[config.mk]
export PLATFORM = sky130hd
export DESIGN_NAME = axi_apb_rw_arbiter
export DESIGN_NICKNAME = d
export VERILOG_FILES = /design/src/rtl/axi_apb_pkg.sv /design/src/rtl/apb_slave_decoder.sv /design/src/rtl/axi_apb_rw_arbiter.sv
export SDC_FILE = /design/constraint.sdc
export NUM_CORES = 1
export LEC_CHECK = 0
export BUFFER_PORTS_ARGS = -buffer_cell sky130_fd_sc_hd__buf_4
export CAP_MARGIN = 10
export CORE_MARGIN = 1
export CORE_UTILIZATION = 43
export CTS_BUF_LIST = sky130_fd_sc_hd__clkbuf_4 sky130_fd_sc_hd__clkbuf_8
export DETAILED_ROUTE_END_ITERATION = 10
export PLACE_DENSITY = 0.83
export SYNTH_ARGS = -nofsm -noshare
export SYNTH_HDL_FRONTEND = slang
export SYNTH_SLANG_ARGS = --single-unit
[constraint.sdc]
create_clock -name ACLK -period 1.9 [get_ports ACLK]
set_input_delay 0.095 -clock ACLK [delete_from_list [all_inputs] [get_ports ACLK]]
set_output_delay 0.095 -clock ACLK [all_outputs]
set_load 0.05 [all_outputs]
[src/rtl/axi_apb_pkg.sv]
// rtl/axi_apb_pkg.sv - shared types and constants for the AXI-to-APB read/write arbiter
//
// Purpose : arbiter state encoding, default widths, slave-select field
//           constants and the one-hot select helper.
// Ports   : none (package).
package axi_apb_pkg;

  localparam int DEF_ADDR_WIDTH   = 32;
  localparam int DEF_LEN_WIDTH    = 8;
  localparam int DEF_STARVE_LIMIT = 4;
  localparam int DEF_SEL_LSB      = 4;

  // Two address bits pick one of four APB slaves.
  localparam int SEL_FIELD_WIDTH  = 2;
  localparam int SEL_COUNT        = 4;

  typedef enum logic [1:0] {
    IDLE = 2'd0,
    WR   = 2'd1,
    RD   = 2'd2,
    DONE = 2'd3
  } arb_state_t;

  function automatic logic [SEL_COUNT-1:0] sel_onehot(input logic [SEL_FIELD_WIDTH-1:0] i_field);
    return SEL_COUNT'(1) << i_field;
  endfunction

endpackage

[src/rtl/apb_slave_decoder.sv]
// rtl/apb_slave_decoder.sv - address to one-hot PSEL1..PSEL4 decode
//
// Purpose : decode the 2-bit slave-select field of an address into a
//           one-hot select vector.
// Ports   : i_addr - full address
//           o_sel  - one-hot select, bit 0 = PSEL1
module apb_slave_decoder
  import axi_apb_pkg::*;
#(
  parameter int ADDR_WIDTH = DEF_ADDR_WIDTH,
  parameter int SEL_LSB    = DEF_SEL_LSB
) (
  input  logic [ADDR_WIDTH-1:0] i_addr,
  output logic [SEL_COUNT-1:0]  o_sel
);

  // Only the select field matters; the rest of the address is folded
  // into a deliberately unused net.
  logic w_unused_addr;
  assign w_unused_addr = ^i_addr;

  assign o_sel = sel_onehot(i_addr[SEL_LSB+SEL_FIELD_WIDTH-1:SEL_LSB]);

endmodule

[src/rtl/axi_apb_rw_arbiter.sv]
// rtl/axi_apb_rw_arbiter.sv - read/write burst arbiter driving a shared APB master
//
// Purpose : grants the APB master to a pending write or read burst, sequences
//           the per-beat apb_start pulses, and limits write starvation of reads.
// Ports   : ACLK, ARESET           - clock, sync active-high reset
//           wr_req/addr/len        - pending write burst
//           rd_req/addr/len        - pending read burst
//           apb_beat_done          - one APB transfer completed
//           wr_grant, rd_grant     - current burst owner
//           apb_start, apb_write   - start pulse and direction of next transfer
//           beat_cnt, burst_done   - beats completed, end-of-burst pulse
//           slv_sel                - one-hot PSEL decode while granted
//           busy                   - arbiter not in IDLE
module axi_apb_rw_arbiter
  import axi_apb_pkg::*;
#(
  parameter int ADDR_WIDTH   = DEF_ADDR_WIDTH,
  parameter int LEN_WIDTH    = DEF_LEN_WIDTH,
  parameter int STARVE_LIMIT = DEF_STARVE_LIMIT,
  parameter int SEL_LSB      = DEF_SEL_LSB
) (
  input  logic                  ACLK,
  input  logic                  ARESET,
  input  logic                  wr_req,
  input  logic [ADDR_WIDTH-1:0] wr_addr,
  input  logic [LEN_WIDTH-1:0]  wr_len,
  input  logic                  rd_req,
  input  logic [ADDR_WIDTH-1:0] rd_addr,
  input  logic [LEN_WIDTH-1:0]  rd_len,
  input  logic                  apb_beat_done,
  output logic                  wr_grant,
  output logic                  rd_grant,
  output logic                  apb_start,
  output logic                  apb_write,
  output logic [LEN_WIDTH-1:0]  beat_cnt,
  output logic                  burst_done,
  output logic [SEL_COUNT-1:0]  slv_sel,
  output logic                  busy
);

  localparam int                  STREAK_W   = $clog2(STARVE_LIMIT + 1);
  localparam logic [STREAK_W-1:0] STREAK_MAX = STREAK_W'(STARVE_LIMIT);

  arb_state_t            r_state;
  logic                  r_wr_grant;
  logic                  r_rd_grant;
  logic                  r_apb_start;
  logic                  r_burst_done;
  logic                  r_busy;
  logic [LEN_WIDTH-1:0]  r_beat_cnt;
  logic [LEN_WIDTH-1:0]  r_len;
  logic [ADDR_WIDTH-1:0] r_addr;
  logic [STREAK_W-1:0]   r_wr_streak;

  logic                  w_pick_wr;
  logic                  w_last_beat;
  logic [SEL_COUNT-1:0]  w_dec_sel;

  // Writes win by default. A read pre-empts only once the write streak has
  // hit its limit, and never when it targets the address being written, so
  // a read can never overtake the write it depends on.
  assign w_pick_wr   = wr_req && (!rd_req || (wr_addr == rd_addr) || (r_wr_streak != STREAK_MAX));
  assign w_last_beat = (r_beat_cnt == r_len);

  always_ff @(posedge ACLK) begin
    if (ARESET) begin
      r_state      <= IDLE;
      r_wr_grant   <= 1'b0;
      r_rd_grant   <= 1'b0;
      r_apb_start  <= 1'b0;
      r_burst_done <= 1'b0;
      r_busy       <= 1'b0;
      r_beat_cnt   <= '0;
      r_len        <= '0;
      r_addr       <= '0;
      r_wr_streak  <= '0;
    end else begin
      r_apb_start  <= 1'b0;
      r_burst_done <= 1'b0;
      case (r_state)
        IDLE: begin
          if (wr_req || rd_req) begin
            r_busy      <= 1'b1;
            r_beat_cnt  <= '0;
            r_apb_start <= 1'b1;
            if (w_pick_wr) begin
              r_state    <= WR;
              r_wr_grant <= 1'b1;
              r_addr     <= wr_addr;
              r_len      <= wr_len;
              if (r_wr_streak != STREAK_MAX) begin
                r_wr_streak <= r_wr_streak + STREAK_W'(1);
              end
            end else begin
              r_state     <= RD;
              r_rd_grant  <= 1'b1;
              r_addr      <= rd_addr;
              r_len       <= rd_len;
              r_wr_streak <= '0;
            end
          end
        end
        WR, RD: begin
          if (apb_beat_done) begin
            // Wraps to 0 only after the final beat of a maximum-length burst.
            r_beat_cnt <= r_beat_cnt + LEN_WIDTH'(1);
            if (w_last_beat) begin
              r_state      <= DONE;
              r_wr_grant   <= 1'b0;
              r_rd_grant   <= 1'b0;
              r_burst_done <= 1'b1;
            end else begin
              r_apb_start <= 1'b1;
            end
          end
        end
        DONE: begin
          r_state <= IDLE;
          r_busy  <= 1'b0;
        end
      endcase
    end
  end

  apb_slave_decoder #(
    .ADDR_WIDTH (ADDR_WIDTH),
    .SEL_LSB    (SEL_LSB)
  ) u_slave_decoder (
    .i_addr (r_addr),
    .o_sel  (w_dec_sel)
  );

  assign wr_grant   = r_wr_grant;
  assign rd_grant   = r_rd_grant;
  assign apb_start  = r_apb_start;
  assign apb_write  = r_wr_grant;
  assign beat_cnt   = r_beat_cnt;
  assign burst_done = r_burst_done;
  assign busy       = r_busy;
  assign slv_sel    = (r_wr_grant || r_rd_grant) ? w_dec_sel : '0;

endmodule

==> summary.md <==
| Metric | Value |
|---|---|
| Clock latency reported for the late side of the worst-skew pair | 0.28 ns |
| Peak-usage layer in the global routing report | met2 |
| Worst setup path class | register to register |
| Relative area change from synthesis to final layout | 48.4% |
| Hold violation total from the final report | 0 |
| Clock slew seen by the registers of the worst setup and hold paths | 0.10 ns |
| Worst slew margin | 0.658 |
| Total global-route track usage | 0.230 |
| Number of warnings issued by yosys | 0 |
| Final number of setup-violating endpoints | 0 |
| Kind of path behind the tightest hold check | input port to register |
| Post-synthesis instance area | 2060 um^2 |
| Count of fill cells added during filler insertion | 360 |
| Critical path data arrival time | 1.95 ns |
| Most common library cell in the layout ignoring fill and taps | sky130_fd_sc_hd__buf_4 |
| Overall Power | 3250 uW |
| Failing checks | DRC |
| Vert. Die Dim | 71.3 um |
| Type of destination of the critical path | register |
| Worst clock skew | 0.00706 ns |
| Number of buffers added to fix hold violations after cts | 0 |
| M1 GR Usage | 0.273 |
| Antenna violations before repair | 0 |
| Overall via count from detail_route | 2,142 |
| Overall die area | 5080 um^2 |
| Crit-path cells | inv_1, ha_1, nand2b_1, a21oi_2, and4_4, nand3_1, xor2_1, nor2_1 |
| Critical path's slowest cell | sky130_fd_sc_hd__dfxtp_2 |
| Met2 layer usage reported by global route | 0.433 |
| Final layout net count | 442 |
| Most used flip-flop cell after synthesis | sky130_fd_sc_hd__dfxtp_1 |
| Worst-Margin Slew | 0.509 ns |
| Post-synthesis area per instance | 8.49 um^2 |
| Required time at the worst-slack endpoint | 2.06 ns |
| Clock sink count | 28 |
| Avg WL per Cell | 14.8 um |
| Final worst path period share | 0.943 |
| Largest net degree at the start of global routing | 31 |
| Final GP Congestion | 0.797 |
| Remaining number of nets flagged by the antenna check after routing | 0 |
| Global-route met3 utilization | 0.0464 |
| GR Overflow Total | 0 |
| Number of core rows | 24 |
| Share of cells above drive strength 1 | 0.389 |
| Outcome | finished, violations left |
| Clock tree from TritonCTS | yes |
| Number of enable-type register cells in the synthesized netlist | 0 |
| Net count of the mapped netlist | 334 |
| Port-buffer cells | 102 |
| Global-route wire length before repair | 9420 um |
| Power per cell area | 1060 nW/um^2 |
| Number of synthesized register bits | 28 |
| Count of TritonRoute iterations in the first routing pass | 8 |
| Startpoint kind of the worst setup timing path | register |
| Via-per-instance ratio | 5.33 |
| Achievable clock frequency | 558 MHz |
| Number of global-route vias before repair | 2,034 |
| Number of maximum-capacitance constraint violations | 0 |
| Final min period | 1.79 ns |
| Register area share after synthesis | 0.272 |
| Core occupancy in the finished layout | 0.684 |
| Core area | 4470 um^2 |
| Static leakage power | 0.00132 uW |
| Worst IR Drop VDD | 0.705 mV |
| Starting density of the core | 0.461 |
| Number of antenna cells inserted | 0 |
| Crit-path max FO | 4 |
| H-tree depth reported by CTS | 1 |
| Ports | 103 |
| Total length of routed wires | 5930 um |
| Number of cells produced by synthesis | 243 |
| Die Width | 71.3 um |
| Post-route cell area | 3060 um^2 |
| Final max-slew violation count | 0 |
| DRC violation count after routing | 4 |
| Total negative slack for setup checks | 0 ns |
| Longest Clk Path Bufs | 2 |
| Number of DRC markers after the initial detailed-route iteration | 91 |
| Total half-perimeter wirelength after legalization and detailed placement | 4610 um |
| Commonest non-fill, non-tap cells in the layout | sky130_fd_sc_hd__buf_4, sky130_fd_sc_hd__xnor2_1, sky130_fd_sc_hd__dfxtp_1, sky130_fd_sc_hd__nand2_1, sky130_fd_sc_hd__nor2_1 |
| TritonCTS Buffers | 3 |
| Fraction of registers with async set/reset | 0 |
| Distinct cells, synth | 44 |
| Root Buffer | sky130_fd_sc_hd__clkbuf_8 |
| Slowest cell delay on critical path | 0.35 ns |
| Area after DPL | 2910 um^2 |
## cells by family after synthesis
kind of cell               synth area share
AOI/OAI and AO/OA                     0.167
xor gates and xnor gates              0.203
adders and majority gates            0.0364
buffers and inverters                0.0449
DFF                                   0.272
muxes                                0.0583
and+or+nand+nor                       0.218
## per-stage QoR
step                      instances  setup slack (ns)  hold slack, ns
after global placement          394            0.0176           0.439
after detailed placement        394           -0.0108           0.438
after floorplan                 243           -0.0209           0.306
after global routing            402           -0.0180           0.162
after CTS                       398           0.00606           0.148
final                           402             0.107           0.155
## worst paths after layout
| path | start | end | slack (ns) | depth (start not counted) |
|---|---|---|---|---|
| setup / recovery | r_state[0] | beat_cnt[7] | 0.11 | 8 |
| hold / removal | ARESET | beat_cnt[0] | 0.16 | 2 |
| setup reg to reg | r_state[0] | beat_cnt[7] | 0.11 | 8 |
| hold reg to reg | r_state[1] | r_state[1] | 0.49 | 2 |
## cells in the mapped netlist, drive strengths merged (2+ instances only)
cell     instances  share of area
ha               6          0.036
a2111oi          2          0.021
nand4           12          0.036
dfxtp           28           0.27
xor2            13          0.055
nor3             4         0.0097
inv              9          0.016
o21ai           17          0.041
nand2           24          0.044
nor4             4          0.022
mux2i           12          0.058
a31oi            2         0.0061
a22oi            2         0.0073
a221oi          10          0.042
nor2            16          0.029
nand3            5          0.012
xnor2           33           0.15
clkbuf           8          0.015
buf              4          0.014
nand2b          13          0.043
a21oi            5          0.018
## critical path: cells and delay by family, from the launching register on
family / cells / cell delay [ns]
and+or+nand+nor: 4 / 0.59
DFF: 1 / 0.35
AOI/OAI and AO/OA: 1 / 0.17
buffers and inverters: 1 / 0.06
xor gates and xnor gates: 1 / 0.17
adders and majority gates: 1 / 0.33
## sequential cells by signal, summed over array words and instances (netlist names)
name and cells:
r_len 8, beat_cnt 8, r_wr_streak 3, rd_grant 1, r_addr 2, apb_write 1
burst_done 1, r_state 2, apb_start 1, busy 1
## where the power goes
| part | internal [uW] | total [uW] | switching [uW] |
|---|---|---|---|
| Sequential | 727 | 834 | 107 |
| Clock | 282 | 470 | 187 |
| Combinational | 808 | 1950 | 1140 |
| Total | 1820 | 3250 | 1430 |
## timing repair
action / 4_1_cts / 5_1_grt
resized for setup: 1 / 9
endpoints found under the setup margin: 1 / 21
pin swaps: 0 / 1
setup buffers: 0 / 4
## routing by layer
metal | vias up | wire [um] | share of wire
met2 | 58 | 3260 | 0.55
li1 | 1074 | - | -
met5 | - | 0 | 0
met4 | 0 | 25 | 0.0042
met1 | 1006 | 2360 | 0.40
met3 | 4 | 288 | 0.049
## final cells by class
cell class,count,area (um^2),area share
Inverter,9,33.8,0.0110
Tap cell,52,65.1,0.0213
Clock inverter,1,30.0,0.00982
Timing Repair Buffer,115,888,0.290
Clock buffer,3,41.3,0.0135
Sequential cell,28,563,0.184
Multi-Input combinational cell,194,1440,0.470
Note: power is estimated with default switching activity, not from simulation.
